[config.mk]
export PLATFORM = sky130hd
export DESIGN_NAME = keypad_scan
export DESIGN_NICKNAME = d
export VERILOG_FILES = /design/src/rtl/keypad_pkg.sv /design/src/rtl/keypad_sync.sv /design/src/rtl/keypad_scan.sv
export SDC_FILE = /design/constraint.sdc
export NUM_CORES = 1
export LEC_CHECK = 0
export ABC_AREA = 1
export CAP_MARGIN = 20
export CELL_PAD_IN_SITES_DETAIL_PLACEMENT = 1
export CELL_PAD_IN_SITES_GLOBAL_PLACEMENT = 1
export CORE_ASPECT_RATIO = 1.1
export CORE_UTILIZATION = 40
export CTS_CLUSTER_DIAMETER = 80
export DETAILED_ROUTE_END_ITERATION = 8
export HOLD_SLACK_MARGIN = 0.1
export PLACE_DENSITY_LB_ADDON = 0.1
export SLEW_MARGIN = 5
export SYNTH_ARGS = -nofsm -noshare
export SYNTH_HDL_FRONTEND = slang
export SYNTH_SLANG_ARGS = --single-unit
[constraint.sdc]
create_clock -name clk -period 2.26 [get_ports clk]
set_input_delay 0.452 -clock clk [delete_from_list [all_inputs] [get_ports clk]]
set_output_delay 0.452 -clock clk [all_outputs]
set_load 0.03 [all_outputs]
[src/rtl/keypad_pkg.sv]
// Shared types and constants for the 4x4 matrix keypad scanner.
package keypad_pkg;

    localparam int ROWS = 4;
    localparam int COLS = 4;

    typedef enum logic [1:0] {
        SCAN     = 2'd0,
        DEBOUNCE = 2'd1,
        PRESSED  = 2'd2
    } state_e;

    localparam logic [3:0] KEY_A    = 4'd10;
    localparam logic [3:0] KEY_B    = 4'd11;
    localparam logic [3:0] KEY_C    = 4'd12;
    localparam logic [3:0] KEY_D    = 4'd13;
    localparam logic [3:0] KEY_STAR = 4'd14;
    localparam logic [3:0] KEY_HASH = 4'd15;

    // Key code for each [row][column] crossing of the matrix.
    localparam logic [3:0] KEYMAP [ROWS][COLS] = '{
        '{4'd1,     4'd2, 4'd3,     KEY_A},
        '{4'd4,     4'd5, 4'd6,     KEY_B},
        '{4'd7,     4'd8, 4'd9,     KEY_C},
        '{KEY_STAR, 4'd0, KEY_HASH, KEY_D}
    };

    typedef struct packed {
        logic       hit;
        logic [1:0] row;
    } hit_t;

    // A hit is exactly one low row; no low row or several low rows are rejected.
    function automatic hit_t decode_rows(input logic [3:0] rows);
        hit_t h;
        case (rows)
            4'b1110: begin h.hit = 1'b1; h.row = 2'd0; end
            4'b1101: begin h.hit = 1'b1; h.row = 2'd1; end
            4'b1011: begin h.hit = 1'b1; h.row = 2'd2; end
            4'b0111: begin h.hit = 1'b1; h.row = 2'd3; end
            default: begin h.hit = 1'b0; h.row = 2'd0; end
        endcase
        return h;
    endfunction

endpackage

[src/rtl/keypad_sync.sv]
// Two-flop synchronizer bringing the asynchronous keypad rows into the clk domain.
module keypad_sync (
    input  logic       clk,
    input  logic       rst_n,
    input  logic [3:0] rows_in,
    output logic [3:0] rows_s
);

    logic [3:0] meta_d;
    logic [3:0] meta_q;
    logic [3:0] sync_d;
    logic [3:0] sync_q;

    // First stage samples the pins, second stage re-samples the first stage.
    always_comb begin
        meta_d = rows_in;
        sync_d = meta_q;
    end

    // Synchronizer flops; rows read as idle (all high) out of reset.
    always_ff @(posedge clk or negedge rst_n) begin
        if (!rst_n) begin
            meta_q <= 4'b1111;
            sync_q <= 4'b1111;
        end else begin
            meta_q <= meta_d;
            sync_q <= sync_d;
        end
    end

    assign rows_s = sync_q;

endmodule

[src/rtl/keypad_scan.sv]
// 4x4 keypad scanner: rotates the column drive, debounces a single pressed key and
// emits one key code per press, plus a held flag until the key is released.
module keypad_scan
    import keypad_pkg::*;
#(
    parameter int SCAN_DIV     = 1000,
    parameter int DEBOUNCE_CNT = 20
) (
    input  logic       clk,
    input  logic       rst_n,
    input  logic [3:0] row_in,
    output logic [3:0] col_out,
    output logic [3:0] key_number,
    output logic       key_valid,
    output logic       key_held
);

    localparam int DIV_W = (SCAN_DIV > 1) ? $clog2(SCAN_DIV) : 1;
    localparam int DEB_W = $clog2(DEBOUNCE_CNT + 1);
    localparam logic [DIV_W-1:0] DIV_LAST   = DIV_W'(SCAN_DIV - 1);
    localparam logic [DEB_W:0]   DEB_TARGET = (DEB_W + 1)'(DEBOUNCE_CNT);

    logic [3:0]       rows_s;
    hit_t             hit_s;
    logic             sample_s;
    logic [DEB_W:0]   deb_inc_s;
    logic             deb_done_s;

    logic [DIV_W-1:0] dwell_d,      dwell_q;
    logic [1:0]       col_d,        col_q;
    logic [3:0]       col_out_d,    col_out_q;
    state_e           state_d,      state_q;
    logic [DEB_W-1:0] deb_d,        deb_q;
    logic [1:0]       row_d,        row_q;
    logic [3:0]       key_number_d, key_number_q;
    logic             key_valid_d,  key_valid_q;
    logic             key_held_d,   key_held_q;

    keypad_sync u_sync (
        .clk     (clk),
        .rst_n   (rst_n),
        .rows_in (row_in),
        .rows_s  (rows_s)
    );

    assign hit_s      = decode_rows(rows_s);
    assign sample_s   = (dwell_q == DIV_LAST);
    // One extra bit keeps the increment from wrapping before the compare.
    assign deb_inc_s  = {1'b0, deb_q} + {{DEB_W{1'b0}}, 1'b1};
    assign deb_done_s = (deb_inc_s >= DEB_TARGET);

    // Next-state logic: dwell timer, column rotation, debounce FSM and key outputs.
    always_comb begin
        dwell_d      = sample_s ? '0 : (dwell_q + DIV_W'(1'b1));
        state_d      = state_q;
        col_d        = col_q;
        deb_d        = deb_q;
        row_d        = row_q;
        key_number_d = key_number_q;
        key_valid_d  = 1'b0;
        key_held_d   = key_held_q;

        if (sample_s) begin
            case (state_q)
                SCAN: begin
                    if (hit_s.hit) begin
                        // Column stays frozen on the key that was found.
                        row_d = hit_s.row;
                        if (deb_done_s) begin
                            key_number_d = KEYMAP[hit_s.row][col_q];
                            key_valid_d  = 1'b1;
                            key_held_d   = 1'b1;
                            deb_d        = '0;
                            state_d      = PRESSED;
                        end else begin
                            deb_d   = deb_inc_s[DEB_W-1:0];
                            state_d = DEBOUNCE;
                        end
                    end else begin
                        col_d = col_q + 2'd1;
                    end
                end
                DEBOUNCE: begin
                    if (hit_s.hit && (hit_s.row == row_q)) begin
                        if (deb_done_s) begin
                            key_number_d = KEYMAP[row_q][col_q];
                            key_valid_d  = 1'b1;
                            key_held_d   = 1'b1;
                            deb_d        = '0;
                            state_d      = PRESSED;
                        end else begin
                            deb_d = deb_inc_s[DEB_W-1:0];
                        end
                    end else begin
                        // Bounce or a different pattern: give up and keep scanning.
                        deb_d   = '0;
                        col_d   = col_q + 2'd1;
                        state_d = SCAN;
                    end
                end
                PRESSED: begin
                    if (rows_s == 4'b1111) begin
                        if (deb_done_s) begin
                            key_held_d = 1'b0;
                            deb_d      = '0;
                            col_d      = col_q + 2'd1;
                            state_d    = SCAN;
                        end else begin
                            deb_d = deb_inc_s[DEB_W-1:0];
                        end
                    end else begin
                        // Any low row (original key or extra keys) restarts release timing.
                        deb_d = '0;
                    end
                end
                default: begin
                    deb_d   = '0;
                    state_d = SCAN;
                end
            endcase
        end else begin
            state_d = state_q;
        end

        col_out_d = ~(4'b0001 << col_d);
    end

    // State and output registers.
    always_ff @(posedge clk or negedge rst_n) begin
        if (!rst_n) begin
            dwell_q      <= '0;
            col_q        <= 2'd0;
            col_out_q    <= 4'b1110;
            state_q      <= SCAN;
            deb_q        <= '0;
            row_q        <= 2'd0;
            key_number_q <= 4'd0;
            key_valid_q  <= 1'b0;
            key_held_q   <= 1'b0;
        end else begin
            dwell_q      <= dwell_d;
            col_q        <= col_d;
            col_out_q    <= col_out_d;
            state_q      <= state_d;
            deb_q        <= deb_d;
            row_q        <= row_d;
            key_number_q <= key_number_d;
            key_valid_q  <= key_valid_d;
            key_held_q   <= key_held_d;
        end
    end

    assign col_out    = col_out_q;
    assign key_number = key_number_q;
    assign key_valid  = key_valid_q;
    assign key_held   = key_held_q;

endmodule
# Yosys cells after proc, flatten, opt, wreduce, memory -nomap -nowiden
# Index checks and enable logic that the tools add are counted.
[word_totals]
latch_bits = 0
mem_bits_rw = 0
romBits = 0
wordCells = 96
reg_bits = 39
output_inout_bits = 10
n_memories = 0
input_bits = 6
[classes]
reduce_logical = 9
n_shift = 1
div = 0
mul = 0
n_mux = 48
n_addsub = 3
bitwise = 4
order_cmp = 4
eq_ne = 16
[op_table]
columns = ["cell", "count"]
rows = [
  ["binary-select mux 16 bit (select 2 bit)", 2],
  ["two-way mux 16 bit", 4],
  ["two-way mux 4 bit", 8],
  ["two-way mux 2 bit", 11],
  ["two-way mux 5 bit", 4],
  ["binary-select mux 4 bit (select 2 bit)", 2],
  ["== test 4 bit (second input constant)", 4],
  ["one-hot mux 5 bit (3 select lines)", 1],
  ["inequality test 2 bit (second input constant)", 6],
  ["one-hot mux 2 bit (3 select lines)", 2],
  ["one-hot mux 3 bit (4 select lines)", 1],
  ["AND reduction 6 bit", 2],
  ["adder 10 x 1 -> 10 bit (second input constant)", 1],
  ["== test 10 bit (second input constant)", 1],
  ["two-way mux 10 bit", 1],
  ["greater-or-equal comparator 3 bit (second input constant)", 3],
  ["two-way mux 1 bit", 9],
  ["inverter 2 -> 3 bit", 3],
  ["one-hot mux 4 bit (2 select lines)", 1],
  ["adder 5 x 1 -> 6 bit (second input constant)", 1],
  ["greater-or-equal comparator 6 x 5 -> 1 bit (second input constant)", 1],
  ["AND reduction 5 bit", 1],
  ["== test 4 x 3 -> 1 bit (second input constant)", 1],
  ["inverter 4 bit", 1],
  ["other kinds (14)", 14],
]

# Longest topological paths before layout
# Gate-level depths: netlist of the first run.
[depth]
ltp_word = 12
depth_mapped = 14
mapped_depth_nobuf = 14

# Modules after synthesis
# From an unflattened synthesis of the first run, not the netlist that was laid out.
[hier_totals]
hier_cells = 274
area_unflattened_um2 = 2185.8
[modules_own_cells]
columns = ["mod", "area_per_inst_um2", "n_inst", "cells_per_inst", "seq_area_each_um2"]
rows = [
  ["keypad_scan", 1975.6, 1, 266, 779.5],
  ["keypad_sync", 210.2, 1, 8, 210.2],
]

# Least setup slack after synthesis of the first run
# OpenSTA, ideal clock, no wires.
[synth_timing]
path_type = "reg2reg"
startpoint = "register deb_q[0]"
endpoint = "register col_out_q[0], in the netlist col_out[0]"
path_slack_ps = 601
n_path_buf = 0
stages_incl_launch_ff = 11
setup_time_ps = 117
t_arrival_ps = 1542
synth_period_minus_slack_ps = 1659
t_required_ps = 2143
path_cell_list = "dfrtp_1 > ha_1 > nand3_1 > xor2_1 > nand2_1 > nand3_2 > nand2_4 > nor3_1 > inv_1 > nand2_1 > nand2_1"
[synth_between]
elab_chain_len = 8
[synth_lines]
columns = ["element", "line", "rtl"]
rows = [
  ["start, declared", "keypad_scan.sv:33", "logic [DEB_W-1:0] deb_d, deb_q;"],
  ["start signal, assigned", "keypad_scan.sv:135", "deb_q <= '0;"],
  ["start signal, assigned", "keypad_scan.sv:145", "deb_q <= deb_d;"],
  ["adder 5 x 1 -> 6 bit", "keypad_scan.sv:49", "assign deb_inc_s = {1'b0, deb_q} + {{DEB_W{1'b0}}, 1'b1};"],
  ["greater-or-equal comparator 6 x 5 -> 1 bit", "keypad_scan.sv:50", "assign deb_done_s = (deb_inc_s >= DEB_TARGET);"],
  ["two-way mux 2 bit", "keypad_scan.sv:103", "if (deb_done_s) begin"],
  ["two-way mux 2 bit", "keypad_scan.sv:102", "if (rows_s == 4'b1111) begin"],
  ["one-hot mux 2 bit (3 select lines)", "keypad_scan.sv:64", "case (state_q)"],
  ["two-way mux 2 bit", "keypad_scan.sv:63", "if (sample_s) begin"],
  ["left shift 1 x 2 -> 4 bit", "keypad_scan.sv:125", "col_out_d = ~(4'b0001 << col_d);"],
  ["inverter 4 bit", "keypad_scan.sv:125", ""],
  ["named net col_out_d[0]", "keypad_scan.sv:31", "logic [3:0] col_out_d, col_out_q;"],
  ["end signal, assigned", "keypad_scan.sv:143", "col_out_q <= col_out_d;"],
  ["end, declared", "keypad_scan.sv:31", ""],
]
# The timed path passes the listed nets, and every way through them passes these cells.
# A chain may end at the register's enable or synchronous reset.

# Worst setup path after layout of the first run
[layout_timing]
startpoint = "register col_out_q[1], in the netlist col_out[1]"
endpoint = "output col_out[1]"
[layout_rtl]
columns = ["element", "line", "rtl"]
rows = [
  ["end, declared", "keypad_scan.sv:12", "output logic [3:0] col_out,"],
]
# No word-level cell between the ends.

==> results.tsv, run 1 <==
metric	value	unit
status	completed	
CP max stage cell	clkdlybuf4s50_1	
largest net degree at the start of global routing	35	
count of standard-cell rows	26	
largest delay contributor family on the critical path	buffers and inverters	
count of buffering cells on the critical path with inverters included	1	
GRT Residual Overflow	0	
clock buffer depth	2	
worst relative slew slack	49.8	%
critical path required time	1.81	ns
core area	4780	um2
startpoint of the worst setup timing path	col_out[1]$_DFF_PN1_	
number of iterations in the first detailed-routing pass	6	
Critical R2R Capture	col_out[0]$_DFF_PN0_	
detailed-route wire length per cell	14.0	um
Crit path depth	1	
setup slack, reg-to-reg	0.35	ns
number of global-route vias before repair	1900	
Combinational Power Share	3.7	%
setup-violating endpoint count in the final report	0	
crit-path max FO	1	
Storage cell area	990	um2
CTS tree	built	
placer congestion estimate	0.857	
sw frac	21.9	%
number of enable flip-flop cells after synthesis	0	
HPWL after detailed placement	3540	um
reported leakage power	1.22	nW
horizontal extent of the die	70.3	um
end of the critical path	col_out[1]	
fraction of layout instances using a drive strength above 1	14.0	%
Util after Layout	50.0	%
Final Max Slew Viols	0	
worst setup path category	reg2out	
synthesized cell area	2050	um2
internal power component	1.08	mW
Tot GR Track Use	20.1	%
IO Port Bufs	15	
Max-cap violations	0	
net switching power figure	0.302	mW
DR vias/cell	5.20	
Setup Total Neg Slack	0	ns
portion of total power attributed to the clock network	44.5	%
library cells used by synthesis	32	
Total Routed Length	4780	um
unrepaired setup endpoints after global routing	no	
post-synthesis net count	272	
global-route wire length before repair	8720	um
final routed DRC violation total	0	
Post-DRT Antenna Nets	0	
number of diodes	0	
Pwr Density	578	nW/um2
number of nets in the final layout	293	
mean instance size in the synthesized netlist	7.80	um2
Synth Warn #	0	
dominant register cell in the synthesized netlist	dfrtp_1	
post-CTS setup buffer count	0	
floorplan die area	5420	um2
Post-CTS Resized	0	
type of element capturing the critical path	output port	
post-route setup slack	0.331	ns
fraction of the yosys area taken by sequential cells	48.2	%
violation count after the first detailed-routing iteration	87	
initial core utilization	42.9	%
crit path DAT	1.48	ns
Worst R2R Path Depth	10	
count of state elements after synthesis	39	
R2R Path Start	deb_q[0]$_DFFE_PN0P_	
number of hold violations in the final report	0	
critical path's largest stage delay	0.66	ns
largest clock skew in the final design	0.00455	ns
CTS H-Tree Depth	2	
classification of the worst-slack hold path	in2async	
sequential share of power	51.8	%
area taken by multi-input logic gates	921	um2
number of cells in the design after placement	333	
area growth from synthesis to layout	16.5	%
height of the die	77.1	um
Tightest Pin Transition	0.754	ns
Clk Latency, worst-skew pair	0.29	ns
Final Cell Area	2390	um2
IR Drop Worst-Case VDD	0.384	mV
root buffer selected by CTS	clkbuf_8	
I/O pin cnt	16	
number of clock buffers inserted by TritonCTS	5	
portion of the clock cycle consumed by the worst path in the final layout	85.3	%
Final Non-Filler Cells	341	
Achievable Freq	519	MHz
DR vias	1773	
critical path cell sequence	clkdlybuf4s50_1	
placed instance area	2260	um2
Clock Sink Count	39	
synthesized netlist cell count	263	
total of fill cells in the finished design	607	
clock-pin transition on the worst setup and hold timing paths	0.08	ns
worst slack after detailed placement	0.337	ns
async set or reset register ratio after synthesis	100	%
hold slack	0.208	ns
number of antenna violations at the first check in global routing	0	
CP startpoint kind	flip-flop	
post-layout min period	1.93	ns
PnR Total Power	1.38	mW
number of hold buffers added after CTS	0	
## layout by cell type (no fill, tap or decap), types with 2 or more instances in the layout
cell type	netlist	final
a21oi_1	12	12
a22oi_1	2	2
clkbuf_16	0	2
clkbuf_8	0	5
clkdlybuf4s50_1	0	14
dfrtp_1	28	28
dfstp_2	11	11
ha_1	3	3
inv_1	30	30
inv_2	5	5
nand2_1	70	70
nand2_2	6	6
nand3_1	15	15
nand3_2	3	3
nand4_1	6	6
nor2_1	28	28
nor3_1	8	8
o21ai_0	15	15
o21ai_1	3	3
o31ai_1	2	2
xor2_1	2	2
## flip-flops by register name, summed over array words and instances, names as in the netlist
signal         flops
key_number         4
col_q              2
u_sync.rows_s      4
dwell_q           10
key_valid          1
col_out            4
deb_q              5
u_sync.meta_q      4
key_held           1
row_q              2
state_q            2
## worst min path at each step
stage                                from                         end  slack, ns  depth (start not counted)
6_report                            rst_n        deb_q[2]$_DFFE_PN0P_       0.21                          1
5_1_grt                             rst_n        dwell_q[6]$_DFF_PN0_       0.30                          1
4_1_cts                             rst_n   key_number[1]$_DFFE_PN0P_       0.25                          1
3_5_place_dp   u_sync.meta_q[0]$_DFF_PN1_  u_sync.rows_s[0]$_DFF_PN1_       0.35                          0
3_3_place_gp   u_sync.meta_q[0]$_DFF_PN1_  u_sync.rows_s[0]$_DFF_PN1_       0.35                          0
2_1_floorplan                       rst_n        col_out[0]$_DFF_PN0_       0.16                          0
## Yosys cell counts, types with 2 or more instances
| master | number | area share, % |
|---|---|---|
| inv_2 | 5 | 0.91 |
| dfstp_2 | 11 | 14 |
| o21ai_0 | 15 | 3.7 |
| inv_1 | 30 | 5.5 |
| nor3_1 | 8 | 2.0 |
| xor2_1 | 2 | 0.85 |
| nand3_2 | 3 | 1.5 |
| nand3_1 | 15 | 3.7 |
| nand4_1 | 6 | 1.8 |
| dfrtp_1 | 28 | 34 |
| a21oi_1 | 12 | 2.9 |
| nand2_2 | 6 | 1.8 |
| ha_1 | 3 | 1.8 |
| nand2_1 | 70 | 13 |
| o21ai_1 | 3 | 0.73 |
| nor2_1 | 28 | 5.1 |
| a22oi_1 | 2 | 0.73 |
| o31ai_1 | 2 | 0.73 |
## kinds of logic (layout without fill, tap and decap cells)
logic type / count (synthesis) / after routing / synth area share [%]
simple gates: 144 / 144 / 32.0
flops: 39 / 39 / 48.2
compound gates: 37 / 37 / 9.82
buf+inv: 37 / 59 / 6.89
fa+ha+maj: 3 / 3 / 1.83
xor+xnor: 3 / 3 / 1.28
## final cells by class
| type | instances | share of cell area [%] |
|---|---|---|
| inverter | 35 | 5.50 |
| sequential | 39 | 41.4 |
| clock buffer | 7 | 4.97 |
| clock inverter | 1 | 0.262 |
| timing repair buffer | 16 | 6.39 |
| tap | 56 | 2.93 |
| multi-input combinational | 187 | 38.5 |
## power by group through the flow
stage | registers [mW] | logic [mW] | clock network, mW
6_report | 0.716 | 0.0511 | 0.615
5_1_grt | 0.718 | 0.0603 | 0.668
4_1_cts | 0.717 | 0.0526 | 0.643
3_5_place_dp | 0.729 | 0.0523 | 0
3_3_place_gp | 0.728 | 0.0511 | 0
2_1_floorplan | 0.728 | 0.0225 | 0
## routing by layer
layer	up-vias	GRT usage, %	share of wire, %
met1	857	25.9	49
met4	0	5.40	1.1
met2	22	34.2	47
met3	5	3.94	2.3
li1	889	-	-
met5	-	0	0
No activity file was read; power rests on OpenSTA's default activity.
==> run 2, diff against run 1 <==
Settings changed: CTS_BUF_LIST from default to sky130_fd_sc_hd__clkbuf_4 sky130_fd_sc_hd__clkbuf_8 sky130_fd_sc_hd__clkbuf_16, PLACE_DENSITY_LB_ADDON 0.1 to 0.12.
==> run 2 against run 1 <==
  * Utilization is 0.60 points lower
  * Clock-buffer cell count is the same
  * Critical endpoint unchanged
  * Hold slack worse by 0.045 ns
  * Register-to-register slack gained 0.02 ns
  * Clock skew rose by 0.0038 ns
  * Setup slack lost 0.0051 ns
  * Cell area decreased by 1.2%
  * Sequential cell count is the same
==> results.tsv, run 2 (synthesis results as in run 1) <==
metric	value	unit
status	completed	
DR vias	1793	
reported leakage power	1.21	nW
number of flip-flops under the largest register name	10	
Pwr Density	527	nW/um2
Biggest register	dwell_q	
most common cell after layout, fill and taps aside	nand2_1	
post-layout min period	1.93	ns
number of diodes	0	
classification of the worst-slack hold path	in2async	
count of buffering cells on the critical path with inverters included	1	
horizontal extent of the die	70.3	um
crit-path max FO	1	
busiest grt layer	met2	
Tot GR Track Use	20.0	%
I/O pin cnt	16	
number of global-route vias before repair	1851	
initial core utilization	42.9	%
Clk Latency, worst-skew pair	0.29	ns
count of standard-cell rows	26	
IO Port Bufs	15	
largest clock skew in the final design	0.00839	ns
fraction of layout instances using a drive strength above 1	14.3	%
global-route met1 utilization	27.1	%
Setup Total Neg Slack	0	ns
placer congestion estimate	0.804	
Clock Sink Count	39	
Util after Layout	49.4	%
violation count after the first detailed-routing iteration	55	
leading cell types in the layout, fill and taps excluded	nand2_1 (70), inv_1 (30), nor2_1 (28), dfrtp_1 (28)	
portion of the clock cycle consumed by the worst path in the final layout	85.6	%
global-route wire length before repair	8580	um
largest delay contributor family on the critical path	buffers and inverters	
final routed DRC violation total	0	
IR Drop Worst-Case VDD	0.323	mV
type of element capturing the critical path	output port	
detailed-route wire length per cell	13.7	um
critical path required time	1.81	ns
Total Routed Length	4700	um
DR vias/cell	5.24	
clock-pin transition on the worst setup and hold timing paths	0.08	ns
area growth from synthesis to layout	15.1	%
post-CTS setup buffer count	0	
setup-violating endpoint count in the final report	0	
Final Max Slew Viols	0	
floorplan die area	5420	um2
worst setup path category	reg2out	
number of clock buffers inserted by TritonCTS	5	
PnR Total Power	1.24	mW
unrepaired setup endpoints after global routing	no	
number of hold violations in the final report	0	
Achievable Freq	517	MHz
root buffer selected by CTS	clkbuf_8	
core area	4780	um2
CP startpoint kind	flip-flop	
GRT Residual Overflow	0	
total of fill cells in the finished design	614	
CTS H-Tree Depth	2	
critical path cell sequence	clkdlybuf4s50_1	
global-route met2 utilization	32.2	%
CTS tree	built	
clock buffer depth	2	
largest net degree at the start of global routing	28	
Post-CTS Resized	0	
number of antenna violations at the first check in global routing	0	
Post-DRT Antenna Nets	0	
global routing met3 resource utilization	4.20	%
worst relative slew slack	59.8	%
critical path's largest stage delay	0.66	ns
Tightest Pin Transition	0.603	ns
number of nets in the final layout	294	
registers with the most flip-flops	dwell_q x10, deb_q x5	
CP max stage cell	clkdlybuf4s50_1	
Max-cap violations	0	
number of hold buffers added after CTS	0	
number of iterations in the first detailed-routing pass	4	
crit path DAT	1.48	ns
height of the die	77.1	um
HPWL after detailed placement	3610	um
## run 2: cell count changes in the layout (fill, tap and decap cells not counted)
cell       previous run  this run
inv_4                 1         0
clkinv_2              0         1
buf_4                 1         2
clkbuf_16             2         0
clkbuf_4              0         2
## run 2: final cells by class
cell class | instances | area, um2 | area share (%)
Clock inverter | 1 | 5.00 | 0.212
Tap cell | 56 | 70.1 | 2.97
Inverter | 35 | 131 | 5.56
Multi-Input combinational cell | 187 | 921 | 39.0
Clock buffer | 7 | 83.8 | 3.55
Timing Repair Buffer | 17 | 160 | 6.78
Sequential cell | 39 | 990 | 41.9
## run 2: final timing paths
check | start | endpoint | slack (ns) | cells after the start
setup / recovery | col_out[1]$_DFF_PN1_ | col_out[1] | 0.33 | 1
hold / removal | rst_n | state_q[1]$_DFFE_PN0P_ | 0.16 | 1
setup reg to reg | deb_q[0]$_DFFE_PN0P_ | state_q[1]$_DFFE_PN0P_ | 0.37 | 8
hold reg to reg | u_sync.meta_q[0]$_DFF_PN1_ | u_sync.rows_s[0]$_DFF_PN1_ | 0.36 | 0
max in group asynchronous | rst_n | dwell_q[1]$_DFF_PN0_ | 1.55 | 2
min in group clk | u_sync.meta_q[0]$_DFF_PN1_ | u_sync.rows_s[0]$_DFF_PN1_ | 0.36 | 0
## run 2: routing by layer
layer	up-vias	routed length (um)
met4	0	57
met1	864	2280
met5	-	0
met2	31	2200
met3	7	160
li1	891	-
## run 2: per-stage QoR
step / cell area (um2) / setup slack (ns) / std cells / hold WS, ns
2_1_floorplan: 2050 / 0.601 / 263 / 0.156
3_3_place_gp: 2270 / 0.462 / 334 / 0.346
3_5_place_dp: 2270 / 0.364 / 334 / 0.347
4_1_cts: 2360 / 0.314 / 342 / 0.179
5_1_grt: 2360 / 0.0918 / 342 / 0.217
6_report: 2360 / 0.326 / 342 / 0.162
## run 2: power by group
group | switching, mW | internal (mW) | leakage (nW)
sequential | 0.00506 | 0.711 | 0.493
clock | 0.234 | 0.241 | 0.0491
combinational | 0.0352 | 0.0177 | 0.665
